`src/rtl/wavegen_pkg.sv`:
```
// wavegen_pkg: waveform mode encoding shared by the DDS core and its shaper.
package wavegen_pkg;

    typedef enum logic [1:0] {
        WAVE_TRI    = 2'd0,
        WAVE_SAW    = 2'd1,
        WAVE_SQR    = 2'd2,
        WAVE_RAMPDN = 2'd3
    } wave_mode_e;

    function automatic int mode_width();
        return $bits(wave_mode_e);
    endfunction

    localparam int MODE_W = mode_width();

endpackage

```
`src/rtl/wave_shaper.sv`:
```
// wave_shaper: combinational phase-to-sample shaper (triangle, saw, square, ramp-down).
module wave_shaper
    import wavegen_pkg::*;
#(
    parameter int OUT_W = 8
) (
    input  logic [OUT_W-1:0] a,
    input  wave_mode_e       mode,
    input  logic [OUT_W-1:0] duty,
    output logic [OUT_W-1:0] sample
);

    localparam logic [OUT_W-1:0] H  = OUT_W'(2 ** (OUT_W - 1));
    localparam logic [OUT_W-1:0] Q  = OUT_W'(2 ** (OUT_W - 2));
    localparam logic [OUT_W-1:0] Q3 = OUT_W'(3 * 2 ** (OUT_W - 2));

    logic [OUT_W-1:0] a2;
    logic [OUT_W-1:0] tri_v;

    // Every triangle branch lands in [0, M], so evaluating mod 2^N (3H == H there)
    // gives the same bits as the N+1 bit formulation.
    always_comb begin
        a2     = {a[OUT_W-2:0], 1'b0};
        tri_v  = a < Q ? H + a2 : a == Q ? '1 : a < Q3 ? H - a2 : a2 - H;
        sample = mode == WAVE_TRI ? tri_v :
                 mode == WAVE_SAW ? a :
                 mode == WAVE_SQR ? {OUT_W{a < duty}} : ~a;
    end

endmodule

```
`src/rtl/phase_wavegen.sv`:
```
// phase_wavegen: DDS phase accumulator with shadowed config applied at phase wrap,
// driving the computed wave shaper into registered wave/sync outputs.
module phase_wavegen
    import wavegen_pkg::*;
#(
    parameter int OUT_W = 8,
    parameter int ACC_W = 16
) (
    input  logic              clk,
    input  logic              rst_n,
    input  logic              ena,
    input  logic              cfg_valid,
    output logic              cfg_ready,
    input  logic [ACC_W-1:0]  cfg_freq,
    input  logic [MODE_W-1:0] cfg_mode,
    input  logic [OUT_W-1:0]  cfg_duty,
    output logic [OUT_W-1:0]  wave,
    output logic              sync
);

    localparam logic [OUT_W-1:0] H = OUT_W'(2 ** (OUT_W - 1));

    logic [ACC_W-1:0] phase_q, phase_d, freq_q, freq_d, sh_freq_q, sh_freq_d, sum;
    logic [OUT_W-1:0] duty_q, duty_d, sh_duty_q, sh_duty_d, wave_q, wave_d, sample;
    wave_mode_e       mode_q, mode_d, sh_mode_q, sh_mode_d;
    logic             pend_q, pend_d, sync_q, sync_d;
    logic             carry, accept, apply;

    wave_shaper #(.OUT_W(OUT_W)) u_shaper (
        .a      (phase_q[ACC_W-1 -: OUT_W]),
        .mode   (mode_q),
        .duty   (duty_q),
        .sample (sample)
    );

    // A zero-frequency core never wraps, so a pending config is applied at once.
    always_comb begin
        {carry, sum} = {1'b0, phase_q} + {1'b0, freq_q};
        accept       = cfg_valid && !pend_q;
        apply        = pend_q && ((ena && carry) || freq_q == '0);
        sh_freq_d    = accept ? cfg_freq : sh_freq_q;
        sh_mode_d    = accept ? wave_mode_e'(cfg_mode) : sh_mode_q;
        sh_duty_d    = accept ? cfg_duty : sh_duty_q;
        pend_d       = apply ? 1'b0 : accept ? 1'b1 : pend_q;
        freq_d       = apply ? sh_freq_q : freq_q;
        mode_d       = apply ? sh_mode_q : mode_q;
        duty_d       = apply ? sh_duty_q : duty_q;
        phase_d      = ena ? sum : phase_q;
        wave_d       = ena ? sample : wave_q;
        sync_d       = ena && carry;
    end

    always_ff @(posedge clk or negedge rst_n) begin
        if (!rst_n) begin
            phase_q   <= '0;
            freq_q    <= '0;
            mode_q    <= WAVE_TRI;
            duty_q    <= H;
            sh_freq_q <= '0;
            sh_mode_q <= WAVE_TRI;
            sh_duty_q <= H;
            pend_q    <= 1'b0;
            wave_q    <= H;
            sync_q    <= 1'b0;
        end else begin
            phase_q   <= phase_d;
            freq_q    <= freq_d;
            mode_q    <= mode_d;
            duty_q    <= duty_d;
            sh_freq_q <= sh_freq_d;
            sh_mode_q <= sh_mode_d;
            sh_duty_q <= sh_duty_d;
            pend_q    <= pend_d;
            wave_q    <= wave_d;
            sync_q    <= sync_d;
        end
    end

    assign cfg_ready = !pend_q;
    assign wave      = wave_q;
    assign sync      = sync_q;

endmodule
```
`config.mk`:
```
export PLATFORM = sky130hd
export DESIGN_NAME = phase_wavegen
export DESIGN_NICKNAME = d
export VERILOG_FILES = /design/src/rtl/wavegen_pkg.sv /design/src/rtl/wave_shaper.sv /design/src/rtl/phase_wavegen.sv
export SDC_FILE = /design/constraint.sdc
export NUM_CORES = 1
export LEC_CHECK = 0
export CAP_MARGIN = 20
export CORE_UTILIZATION = 30
export CTS_CLUSTER_SIZE = 16
export DETAILED_ROUTE_END_ITERATION = 6
export SETUP_SLACK_MARGIN = 0.1
export SLEW_MARGIN = 25
export SYNTH_ARGS = -nofsm -noshare
export SYNTH_HDL_FRONTEND = slang
export SYNTH_SLANG_ARGS = --single-unit
```
`constraint.sdc`:
```
create_clock -name clk -period 7 [get_ports clk]
set_input_delay 0.7 -clock clk [delete_from_list [all_inputs] [get_ports clk]]
set_output_delay 0.7 -clock clk [all_outputs]
set_load 0.01 [all_outputs]
```
==> After elaboration in Yosys (flattened, before gate mapping) <==
Index checks and enable logic that the tools add are counted.
{ "word_totals": {"out_inout_bits": 10, "reg_bits": 78, "n_memories": 0, "inputBits": 30, "mem_bits_ro": 0, "ram_bits": 0, "latchBits": 0} }
{ "op_classes": {"div_mod_pow": 0, "add_sub_neg": 4, "mux": 8, "n_eq_ne": 3, "multipliers": 0, "n_shift": 0, "n_reduce_logical": 8, "magnitude_cmp": 3, "bitwise_logic": 1} }
{ "ops": {"columns": ["op", "count"], "rows": [
  ["$mux W8", 6],
  ["$add A16 B16 Y17", 1],
  ["$logic_not A16 Y1", 1],
  ["$add A8 B8 Y8 const A", 1],
  ["$eq A8 B7 Y1 const B", 1],
  ["$lt A8 B7 Y1 const B", 1],
  ["$lt A8 B8 Y1", 1],
  ["$lt A8 B8 Y1 const B", 1],
  ["$not A8 Y8", 1],
  ["$sub A8 B8 Y8 const A", 1],
  ["$sub A8 B8 Y8 const B", 1],
  ["$logic_and A1 B1 Y1", 3],
  ["$eq A2 B1 Y1 const B", 1],
  ["$eq A2 B2 Y1 const B", 1],
  ["$logic_not A2 Y1", 1],
  ["$mux W1", 2],
  ["$reduce_bool A2 Y1", 1],
  ["$logic_not A1 Y1", 1],
  ["$logic_or A1 B1 Y1", 1]
]} }

==> Depth between registers and ports, before layout <==
Gate-level depths: netlist of the first run.
{ "logic_depth": {"depth_word": 5, "depth_mapped": 9, "ltp_nobuf": 8} }

==> Modules after synthesis <==
Synthesis of the first run repeated with hierarchy kept, for this count alone.
{ "hier_totals": {"hier_cells": 400, "hier_area_um2": 4606.9} }
{ "by_module_without_submodules": {"columns": ["mod", "cells_per_inst", "area_each_um2", "seq_area_each_um2", "n_inst"], "rows": [
  ["phase_wavegen", 286, 3847.4, 1955.6, 1],
  ["wave_shaper", 114, 759.5, 0.0, 1]
]} }

==> Least setup slack after synthesis of the first run <==
OpenSTA, ideal clock, no wires.
{ "synth_timing": {"path_type": "register to register", "start": "reg freq_q[0]", "end": "reg duty_q[3]", "n_path_buf": 1, "path_slack_ps": 4524, "setup_time_ps": 125, "required_time_ps": 6875, "period_less_slack_ps": 2476, "path_stages_with_launch": 9, "arrival_time_ps": 2351, "path_cell_list": "dfrtp_1 ha_1 fa_1 a211oi_1 o211ai_2 a31oi_2 o41ai_4 buf_6 mux2_4"} }
{ "synth_between": {"elab_chain_len": 4} }
{ "synth_rtl": {"columns": ["element", "line_no", "source"], "rows": [
  ["from (decl)", "phase_wavegen.sv:23", "logic [ACC_W-1:0] phase_q, phase_d, freq_q, freq_d, sh_freq_q, sh_freq_d, sum;"],
  ["from (signal assigned)", "phase_wavegen.sv:67", "freq_q <= freq_d;"],
  ["$add A16 B16 Y17", "phase_wavegen.sv:38", "{carry, sum} = {1'b0, phase_q} + {1'b0, freq_q};"],
  ["$logic_and A1 B1 Y1", "phase_wavegen.sv:40", "apply = pend_q && ((ena && carry) || freq_q == '0);"],
  ["$logic_or A1 B1 Y1 *", "phase_wavegen.sv:40", null],
  ["$logic_and A1 B1 Y1 *", "phase_wavegen.sv:40", null],
  ["to (signal assigned)", "phase_wavegen.sv:69", "duty_q <= duty_d;"],
  ["to (decl)", "phase_wavegen.sv:24", "logic [OUT_W-1:0] duty_q, duty_d, sh_duty_q, sh_duty_d, wave_q, wave_d, sample;"]
]} }
Every way passes the cells marked *; elsewhere a longest branch is shown, timed or not.
A chain may end at the register's enable or synchronous reset.

==> Worst setup path in the final report of the first run <==
{ "layout_timing": {"start": "reg freq_q[0]", "end": "reg freq_q[4]"} }
{ "layout_between": {"elab_chain_len": 4} }
{ "layout_rtl": {"columns": ["element", "line_no"], "rows": [
  ["$add A16 B16 Y17", "phase_wavegen.sv:38"],
  ["$logic_and A1 B1 Y1", "phase_wavegen.sv:40"],
  ["$logic_or A1 B1 Y1 *", "phase_wavegen.sv:40"],
  ["$logic_and A1 B1 Y1 *", "phase_wavegen.sv:40"]
]} }
Marked as above.

==> impl_metrics.py, run 1 <==
metrics = {
    "pwr": {
        "power.leakage_nw": 2.14,
        "clock_power_share_pct": 16.5,
        "power_mw": 2.65,
        "switchingPower_mw": 1.03,
        "switching_share_pct": 39.1,
        "vdd_drop_max_mv": 0.239,
        "internal-power_mw": 1.61,
        "p_comb_share_pct": 48.7,
        "power.density_nw_per_um2": 526,
        "power_frac_seq_pct": 34.8,
    },
    "global_route": {
        "grt_use_total_pct": 13.5,
        "antenna_found_initial": 0,
        "grt_pass1_wl_mm": 15.2,
        "grt_pass1_vias": 3052,
        "overflow": 0,
        "grt_max_degree": 79,
    },
    "synth": {
        "synth_top_area_share_pct": 44.9,
        "netlist_area_um2": 4180,
        "yosysMostFrequentCell": "dfrtp_1",
        "yosysUniqueCellTypes": 53,
        "async_flop_share_pct": 100,
        "synth_common_cells": "dfrtp_1 (75), mux2_2 (41), nand2_1 (27)",
        "synth_ff_type": "dfrtp_1",
        "synth_compound_area_share_pct": 17.2,
        "synth_nets": 434,
        "synthTopCellsByArea": "dfrtp_1 (45%), mux2_2 (11%), ha_1 (7.2%), a22o_1 (3.4%), xnor2_1 (2.5%)",
        "synth_top_family_by_area": "compound AO/OA/AOI/OAI gates",
        "synth_largest_area_cell": "dfrtp_1",
        "syn_inst": 379,
        "ys_warn_count": 0,
        "avgSynthCellArea_um2": 11.0,
        "yosys.area_share.adder_pct": 7.66,
        "synth-xor-area-share_pct": 2.93,
        "yosysSeqAreaShare_pct": 46.8,
        "synth_seq_cells": 78,
        "synth_edf_count": 0,
        "synthMuxAreaShare_pct": 12.7,
        "yosys.area_share.simple_pct": 9.58,
    },
    "job": {
        "drv_cap": 0,
    },
    "die": {
        "io_pins": 40,
        "die_h_um": 120,
        "core-area_um2": 13400,
        "dieArea_um2": 14400,
        "rows": 42,
        "start_util_pct": 31.2,
        "die_w_um": 120,
    },
    "timing": {
        "post-route-period-util_pct": 41.9,
        "fin_crit_ns": 2.94,
        "finalHoldViolations": 0,
        "rsz0062_at_grt": "no",
        "max_freq_mhz": 341,
        "final_max_slew_viol_count": 0,
        "fin_skew_ns": 0.00530,
        "setup_viol": 0,
        "timing.max_slew.rel_slack_pct": 54.2,
        "fin_tns_setup_ns": 0,
        "tightest_slew_ns": 0.687,
    },
    "clock_network": {
        "cts_resized": 0,
        "clk_pin_slew_ns": 0.06,
        "cts_buffers": 9,
        "tritoncts": "built",
        "cts_max_path_buffers": 2,
        "hold_buffers": 0,
        "h-tree-depth": 3,
        "clock-root-buffer": "clkbuf_16",
        "clock_latency_ns": 0.34,
        "post-cts-setup-buffers": 0,
        "cts.sinks": 78,
    },
    "drt": {
        "wl_per_cell_um": 14.6,
        "wl_mm": 8.77,
        "route.detailed.drc": 0,
        "first_pass_iters": 4,
        "drt_iter0_markers": 101,
        "vias": 3054,
        "final_antenna_net_count": 0,
        "via_per_inst": 5.10,
    },
    "critical_path": {
        "cp_top_family": "compound AO/OA/AOI/OAI gates",
        "critical-path-max-stage-delay_ns": 0.47,
        "crit_required_ns": 7.27,
        "cp_num_buf_inv": 0,
        "crit_fanout": 16,
        "crit_chain": "ha_1 -> fa_1 -> a211oi_1 -> o211ai_2 -> a31oi_2 -> o21ai_0 -> nand3_1 -> a22o_1",
        "critPathCaptureType": "flip-flop",
        "cp.arrival_ns": 3.21,
        "r2r_start": "freq_q[0]",
        "cp-startpoint": "freq_q[0]",
        "worstSetupPathType": "flip-flop to flip-flop",
        "slowest_stage": "nand3_1",
        "start_kind": "flip-flop",
    },
    "placement": {
        "gp_congestion": 0.808,
        "hpwlAfterDp_mm": 6.24,
        "port_buffers": 39,
        "place_area_um2": 4740,
    },
    "layout": {
        "n_antenna_cell": 0,
        "layout.nets": 473,
        "area_growth_pct": 20.5,
        "multi_input_area_um2": 2100,
        "fin_area_um2": 5030,
        "layout-drive-gt1-share_pct": 17.7,
        "num-fill-cells": 1339,
        "register_area_um2": 1960,
    },
    "worst_hold_path": {
        "hp-class": "input port to async pin",
    },
    "outcome": {
        "outcome": "completed",
    },
}
worst reg2reg max path, stage by stage (launching register included):
cell,delay [ns]
dfrtp_1,0.42
ha_1,0.24
fa_1,0.43
a211oi_1,0.38
o211ai_2,0.18
a31oi_2,0.35
o21ai_0,0.17
nand3_1,0.47
a22o_1,0.23
placed cells by master, fill, tap and decap left out, types with 5 or more instances in the layout:
master	n
nand3_1	5
inv_1	16
a31oi_1	5
a211oi_1	10
xnor2_1	12
ha_1	24
dfrtp_1	75
mux2_2	41
clkbuf_16	9
a21oi_1	19
clkdlybuf4s50_1	38
o21ai_0	18
nor2_1	23
nand2_1	27
a22o_1	16
nor3_1	7
cells by family after synthesis:
group,after synthesis
adder cells (fa/ha/maj),25
XOR/XNOR,14
AO/OA/AOI/OAI,101
multiplexers,46
AND/OR/NAND/NOR,85
buffers and inverters,30
flip-flops,78
power by group through the flow:
stage               Combinational [mW]  Clock [mW]  Sequential, mW
floorplan                         1.03           0           0.837
global placement                  1.25           0           0.926
detailed placement                1.29           0           0.929
CTS                               1.30       0.451           0.923
global route                      1.46       0.469           0.960
finish                            1.29       0.437           0.922
metrics by stage:
stage          util (%)  setup WS [ns]  hold WS [ns]  cells
5_1_grt            37.6           3.82         0.432    599
4_1_cts            37.5           4.05         0.500    599
3_5_place_dp       35.4           3.82         0.486    583
2_1_floorplan         -           4.52         0.404    379
3_3_place_gp       35.4           3.88         0.487    583
6_report           37.6           4.06         0.377    599
final timing paths:
kind	end	slack [ns]	cells past startpoint
worst max-delay path	freq_q[4]	4.06	8
worst min-delay path	wave[3]	0.38	1
worst max register to register	freq_q[4]	4.06	8
worst min register to register	freq_q[7]	0.49	1
max in group asynchronous	phase_q[0]	6.14	1
min in group clk	freq_q[7]	0.49	1
metal layers:
| metal | up-vias | GRT usage [%] | routed length [um] |
|---|---|---|---|
| met1 | 1525 | 18.5 | 4300 |
| met3 | 7 | 2.33 | 352 |
| met2 | 46 | 20.2 | 4000 |
| met5 | - | 0 | 0 |
| met4 | 0 | 7.03 | 114 |
| li1 | 1476 | - | - |
flip-flops by register name, indices dropped and copies added, names as in the netlist:
register,flops
mode_q,2
freq_q,16
pend_q,1
phase_q,16
sh_mode_q,2
duty_q,8
wave,8
sh_duty_q,8
sync,1
sh_freq_q,16
layout make-up:
type	instances	area share (%)
clock buffer	11	5.02
clock inverter	5	0.671
inverter	16	1.19
multi-input combinational	271	41.7
sequential	78	38.8
tap	176	4.37
timing repair buffer	42	8.23
No activity file was read; power rests on OpenSTA's default activity.
==> inputs of run 2 (changes only) <==
==> constraint.sdc (replaced) <==
create_clock -name clk -period 2.8 [get_ports clk]
set_input_delay 0.28 -clock clk [delete_from_list [all_inputs] [get_ports clk]]
set_output_delay 0.28 -clock clk [all_outputs]
set_load 0.01 [all_outputs]
==> run 2 against run 1 <==
- the flow now finishes with violations (negative hold slack)
- register-to-register slack lost 3.8 ns
- total power grew to 2.6 times the previous value
- utilization grew 1.1 points
- combinational power grew to 2.8 times the previous value
- clock skew grew 0.00099 ns
- critical endpoint is now phase_q[14]
==> impl_metrics.py, run 2 (synthesis results as in run 1) <==
metrics = {
    "drt": {
        "via_per_inst": 5.05,
        "vias": 3087,
        "wl_mm": 9.15,
        "wl_per_cell_um": 15.0,
        "drt_iter0_markers": 154,
        "first_pass_iters": 4,
        "route.detailed.drc": 0,
        "final_antenna_net_count": 0,
    },
    "global_route": {
        "grt_max_degree": 79,
        "grt_pass1_vias": 3027,
        "grt_pass1_wl_mm": 15.5,
        "antenna_found_initial": 0,
        "grt_use_total_pct": 13.6,
        "overflow": 0,
    },
    "placement": {
        "gp_congestion": 0.803,
        "port_buffers": 39,
        "placed_cells": 595,
        "hpwlAfterDp_mm": 6.52,
    },
    "timing": {
        "fin_crit_ns": 2.52,
        "hold_slack_ns": -0.0407,
        "max_freq_mhz": 397,
        "fin_skew_ns": 0.00628,
        "tightest_slew_ns": 0.699,
        "fin_tns_setup_ns": 0,
        "rsz0062_at_grt": "no",
        "finalHoldViolations": 35,
        "setup_viol": 0,
        "post-route-period-util_pct": 90.0,
        "final_max_slew_viol_count": 0,
        "timing.max_slew.rel_slack_pct": 53.4,
    },
    "die": {
        "dieArea_um2": 14400,
        "die_h_um": 120,
        "start_util_pct": 31.2,
        "die_w_um": 120,
        "io_pins": 40,
        "rows": 42,
        "core-area_um2": 13400,
    },
    "layout": {
        "instances_no_fill": 611,
        "layout-drive-gt1-share_pct": 20.0,
        "layout_commonest_cell": "dfrtp_1",
        "reg_top3": "freq_q: 16 flops, phase_q: 16 flops, sh_freq_q: 16 flops",
        "fin_util_pct": 38.7,
        "area_growth_pct": 24.0,
        "layout_common_cells": "dfrtp_1 (75), mux2_2 (41), clkdlybuf4s50_1 (38)",
        "layout.nets": 486,
        "n_antenna_cell": 0,
    },
    "critical_path": {
        "cp.arrival_ns": 2.74,
        "crit_required_ns": 3.02,
        "crit_fanout": 3,
        "start_kind": "flip-flop",
        "critPathCaptureType": "flip-flop",
        "worstSetupPathType": "flip-flop to flip-flop",
    },
    "clock_network": {
        "tritoncts": "built",
        "clock-root-buffer": "clkbuf_16",
        "h-tree-depth": 3,
        "hold_buffers": 0,
        "cts.sinks": 78,
        "cts_buffers": 9,
        "clock_latency_ns": 0.34,
        "clk_pin_slew_ns": 0.06,
        "cts_max_path_buffers": 2,
    },
    "outcome": {
        "violations": "negative hold slack",
        "outcome": "finished, violations left",
    },
    "job": {
        "drv_cap": 0,
    },
    "pwr": {
        "power.leakage_nw": 2.22,
        "vdd_drop_max_mv": 0.393,
        "power.density_nw_per_um2": 1350,
    },
    "worst_hold_path": {
        "hp-class": "input port to async pin",
    },
}
## run 2: worst max-delay path, stage by stage (launching register included)
cell      delay, ns
dfrtp_1        0.40
ha_1           0.23
fa_2           0.39
a211oi_2       0.27
o211ai_2       0.17
a31oi_4        0.23
buf_4          0.15
o21ai_0        0.12
xor2_1         0.17
mux2_2         0.27
## run 2: metrics by stage
| step | total power, mW | area (um^2) | setup WS (ns) | hold WS, ns |
|---|---|---|---|---|
| 5_1_grt | 7.52 | 5180 | 0.115 | 0.0280 |
| 3_5_place_dp | 5.67 | 4830 | 0.0187 | 0.485 |
| 6_report | 6.97 | 5180 | 0.279 | -0.0407 |
| 4_1_cts | 6.96 | 5160 | 0.128 | 0.142 |
| 2_1_floorplan | 4.68 | 4180 | 0.324 | -0.0156 |
| 3_3_place_gp | 5.57 | 4830 | 0.128 | 0.485 |
## run 2: power breakdown
group / internal, mW / leakage, nW / switching, mW
clock: 0.774 / 0.146 / 0.442
sequential: 1.73 / 0.927 / 0.444
combinational: 1.81 / 1.14 / 1.77
## run 2: what timing repair did
action / CTS / global route
pin swaps: 1 / 1
gates resized for setup: 0 / 3
setup buffers: 1 / 0
endpoints found under the setup margin: 25 / 18
## run 2: area by class of cell
class / instances / area (um^2)
fillers: 1307 / 8220
multi-input cells: 271 / 2110
flip-flops and latches: 78 / 1960
repair buffers: 55 / 524
clock buffers: 11 / 233
well taps: 176 / 220
clock inverters: 4 / 72.6
inverters: 16 / 60.1
## run 2: final timing paths
check / slack (ns) / start / end / depth (start not counted)
setup / recovery: 0.28 / freq_q[0] / phase_q[14] / 9
hold / removal: -0.04 / rst_n / wave[3] / 1
setup reg to reg: 0.28 / freq_q[0] / phase_q[14] / 9
hold reg to reg: 0.49 / wave[7] / wave[7] / 2
max in group asynchronous: 2.34 / rst_n / freq_q[7] / 1
min in group clk: 0.49 / wave[7] / wave[7] / 2
## run 2: routing by layer
layer	share of wire [%]	GRT usage, %	vias up
met5	0	0	-
met4	1.7	5.39	0
met3	3.6	2.99	11
met2	46	21.0	47
met1	49	18.5	1521
li1	-	-	1508
==> inputs of run 3 (changes only) <==
--- a/config.mk
+++ b/config.mk
@@ -9,6 +9,7 @@
 export CORE_UTILIZATION = 30
 export CTS_CLUSTER_SIZE = 16
 export DETAILED_ROUTE_END_ITERATION = 6
+export MAX_ROUTING_LAYER = met4
 export SETUP_SLACK_MARGIN = 0.1
 export SLEW_MARGIN = 25
 export SYNTH_ARGS = -nofsm -noshare
==> run 3 against run 2 <==
- the run still ends with negative hold slack left
- combinational power about the same
- sequential share of layout area unchanged
- utilization did not move
- clock skew barely moved
- final cell count stayed put
- worst hold slack improved by 0.0010 ns
- clock-buffer cell count did not move
- critical endpoint unchanged
==> impl_metrics.py, run 3 (synthesis results as in run 1) <==
metrics = {
    "placement": {
        "port_buffers": 39,
        "pre_cts_ws_ns": 0.0187,
        "hpwlAfterDp_mm": 6.52,
        "gp_congestion": 0.815,
        "placed_cells": 595,
    },
    "pwr": {
        "internal-power_mw": 4.31,
        "power_mw": 6.96,
        "switching_share_pct": 38.1,
        "p_comb_share_pct": 51.4,
        "power_frac_seq_pct": 31.2,
        "power.leakage_nw": 2.22,
        "vdd_drop_max_mv": 0.394,
        "switchingPower_mw": 2.65,
        "power.density_nw_per_um2": 1340,
        "clock_power_share_pct": 17.5,
    },
    "layout": {
        "layout_commonest_cell": "dfrtp_1",
        "area_growth_pct": 24.0,
        "reg_top3": "freq_q: 16 flops, phase_q: 16 flops, sh_freq_q: 16 flops",
        "instances_no_fill": 611,
        "layout.nets": 486,
        "n_antenna_cell": 0,
        "layout-drive-gt1-share_pct": 20.0,
        "layout_common_cells": "dfrtp_1 (75), mux2_2 (41), clkdlybuf4s50_1 (38)",
    },
    "timing": {
        "post-route-period-util_pct": 90.0,
        "max_freq_mhz": 397,
        "fin_crit_ns": 2.52,
        "worst_slack_ns": 0.279,
        "final_max_slew_viol_count": 0,
        "fin_tns_setup_ns": 0,
        "finalHoldViolations": 36,
        "tightest_slew_ns": 0.697,
        "setup_viol": 0,
        "hold_slack_ns": -0.0397,
        "timing.max_slew.rel_slack_pct": 53.5,
        "fin_skew_ns": 0.00615,
        "rsz0062_at_grt": "no",
    },
    "critical_path": {
        "start_kind": "flip-flop",
        "crit_required_ns": 3.02,
        "cp_num_buf_inv": 1,
        "slowest_stage": "dfrtp_1",
        "crit_fanout": 3,
        "cp_top_family": "compound AO/OA/AOI/OAI gates",
        "critical-path-max-stage-delay_ns": 0.40,
        "r2r-end": "phase_q[14]",
        "r2r_setup_slack_ns": 0.28,
        "cp-startpoint": "freq_q[0]",
        "r2r_cells": 9,
        "cp.arrival_ns": 2.74,
        "critPathCaptureType": "flip-flop",
        "crit_chain": "ha_1 -> fa_2 -> a211oi_2 -> o211ai_2 -> a31oi_4 -> buf_4 -> o21ai_0 -> xor2_1 -> mux2_2",
        "worstSetupPathType": "flip-flop to flip-flop",
        "cp.depth": 9,
        "r2r_start": "freq_q[0]",
    },
    "clock_network": {
        "hold_buffers": 0,
        "clock-root-buffer": "clkbuf_16",
        "tritoncts": "built",
        "clk_pin_slew_ns": 0.06,
        "cts_max_path_buffers": 2,
        "cts.sinks": 78,
        "cts_buffers": 9,
        "clock_latency_ns": 0.33,
        "h-tree-depth": 3,
    },
    "drt": {
        "drt_iter0_markers": 148,
        "first_pass_iters": 4,
        "wl_per_cell_um": 14.9,
        "final_antenna_net_count": 0,
        "vias": 3100,
        "wl_mm": 9.09,
        "route.detailed.drc": 0,
        "via_per_inst": 5.07,
    },
    "global_route": {
        "grt_use_total_pct": 14.0,
        "grt_max_degree": 79,
        "overflow": 0,
        "antenna_found_initial": 0,
        "grt_pass1_vias": 3034,
        "grt_pass1_wl_mm": 15.5,
    },
    "worst_hold_path": {
        "hp-class": "input port to async pin",
    },
    "die": {
        "io_pins": 40,
        "die_w_um": 120,
        "rows": 42,
        "core-area_um2": 13400,
        "start_util_pct": 31.2,
        "dieArea_um2": 14400,
        "die_h_um": 120,
    },
    "job": {
        "drv_cap": 0,
    },
    "outcome": {
        "outcome": "finished, violations left",
        "violations": "negative hold slack",
    },
}
-- run 3: how the worst max path moves through the flow --
| stage | end |
|---|---|
| 2_1_floorplan | duty_q[3] |
| 3_3_place_gp | freq_q[4] |
| 3_5_place_dp | freq_q[13] |
| 4_1_cts | phase_q[14] |
| 5_1_grt | phase_q[14] |
| 6_report | phase_q[14] |
-- run 3: through the flow --
step / cell area [um^2] / hold WS [ns] / util (%)
floorplan: 4180 / -0.0156 / -
global placement: 4830 / 0.485 / 36.1
detailed placement: 4830 / 0.485 / 36.1
CTS: 5160 / 0.142 / 38.5
global route: 5180 / 0.0297 / 38.7
finish: 5180 / -0.0397 / 38.7
-- run 3: per-layer routing --
metal | GRT usage, % | up-vias | part of all wire, %
met5 | - | - | 0
met4 | 5.39 | 0 | 1.5
met3 | 2.76 | 9 | 3.8
met2 | 20.9 | 61 | 46
met1 | 18.6 | 1516 | 48
li1 | - | 1514 | -
-- run 3: worst register-to-register path, delay by kind of cell, from the launching register on --
family                     cells  cell delay (ns)
buffers and inverters          1             0.15
muxes                          1             0.27
xor gates and xnor gates       1             0.17
DFF                            1             0.40
AOI/OAI and AO/OA              4             0.79
adders and majority gates      2             0.62
-- run 3: power groups by stage --
stage               Clock [mW]  Sequential, mW  Combinational (mW)
floorplan                    0            2.09                2.59
global placement             0            2.18                3.39
detailed placement           0            2.19                3.48
CTS                       1.24            2.18                3.54
global route              1.29            2.25                3.97
finish                    1.22            2.17                3.58
-- run 3: timing repair --
action | CTS | global route
setup endpoints to repair | 25 | 18
pin swaps | 1 | 1
gates resized for setup | 0 | 3
buffers inserted | 1 | 0
-- run 3: final cells by class --
cell class	instances	area (um^2)
clock buffers	11	233
clock inverters	4	72.6
fillers	1307	8220
inverters	16	60.1
multi-input cells	271	2110
flip-flops and latches	78	1960
well taps	176	220
repair buffers	55	524
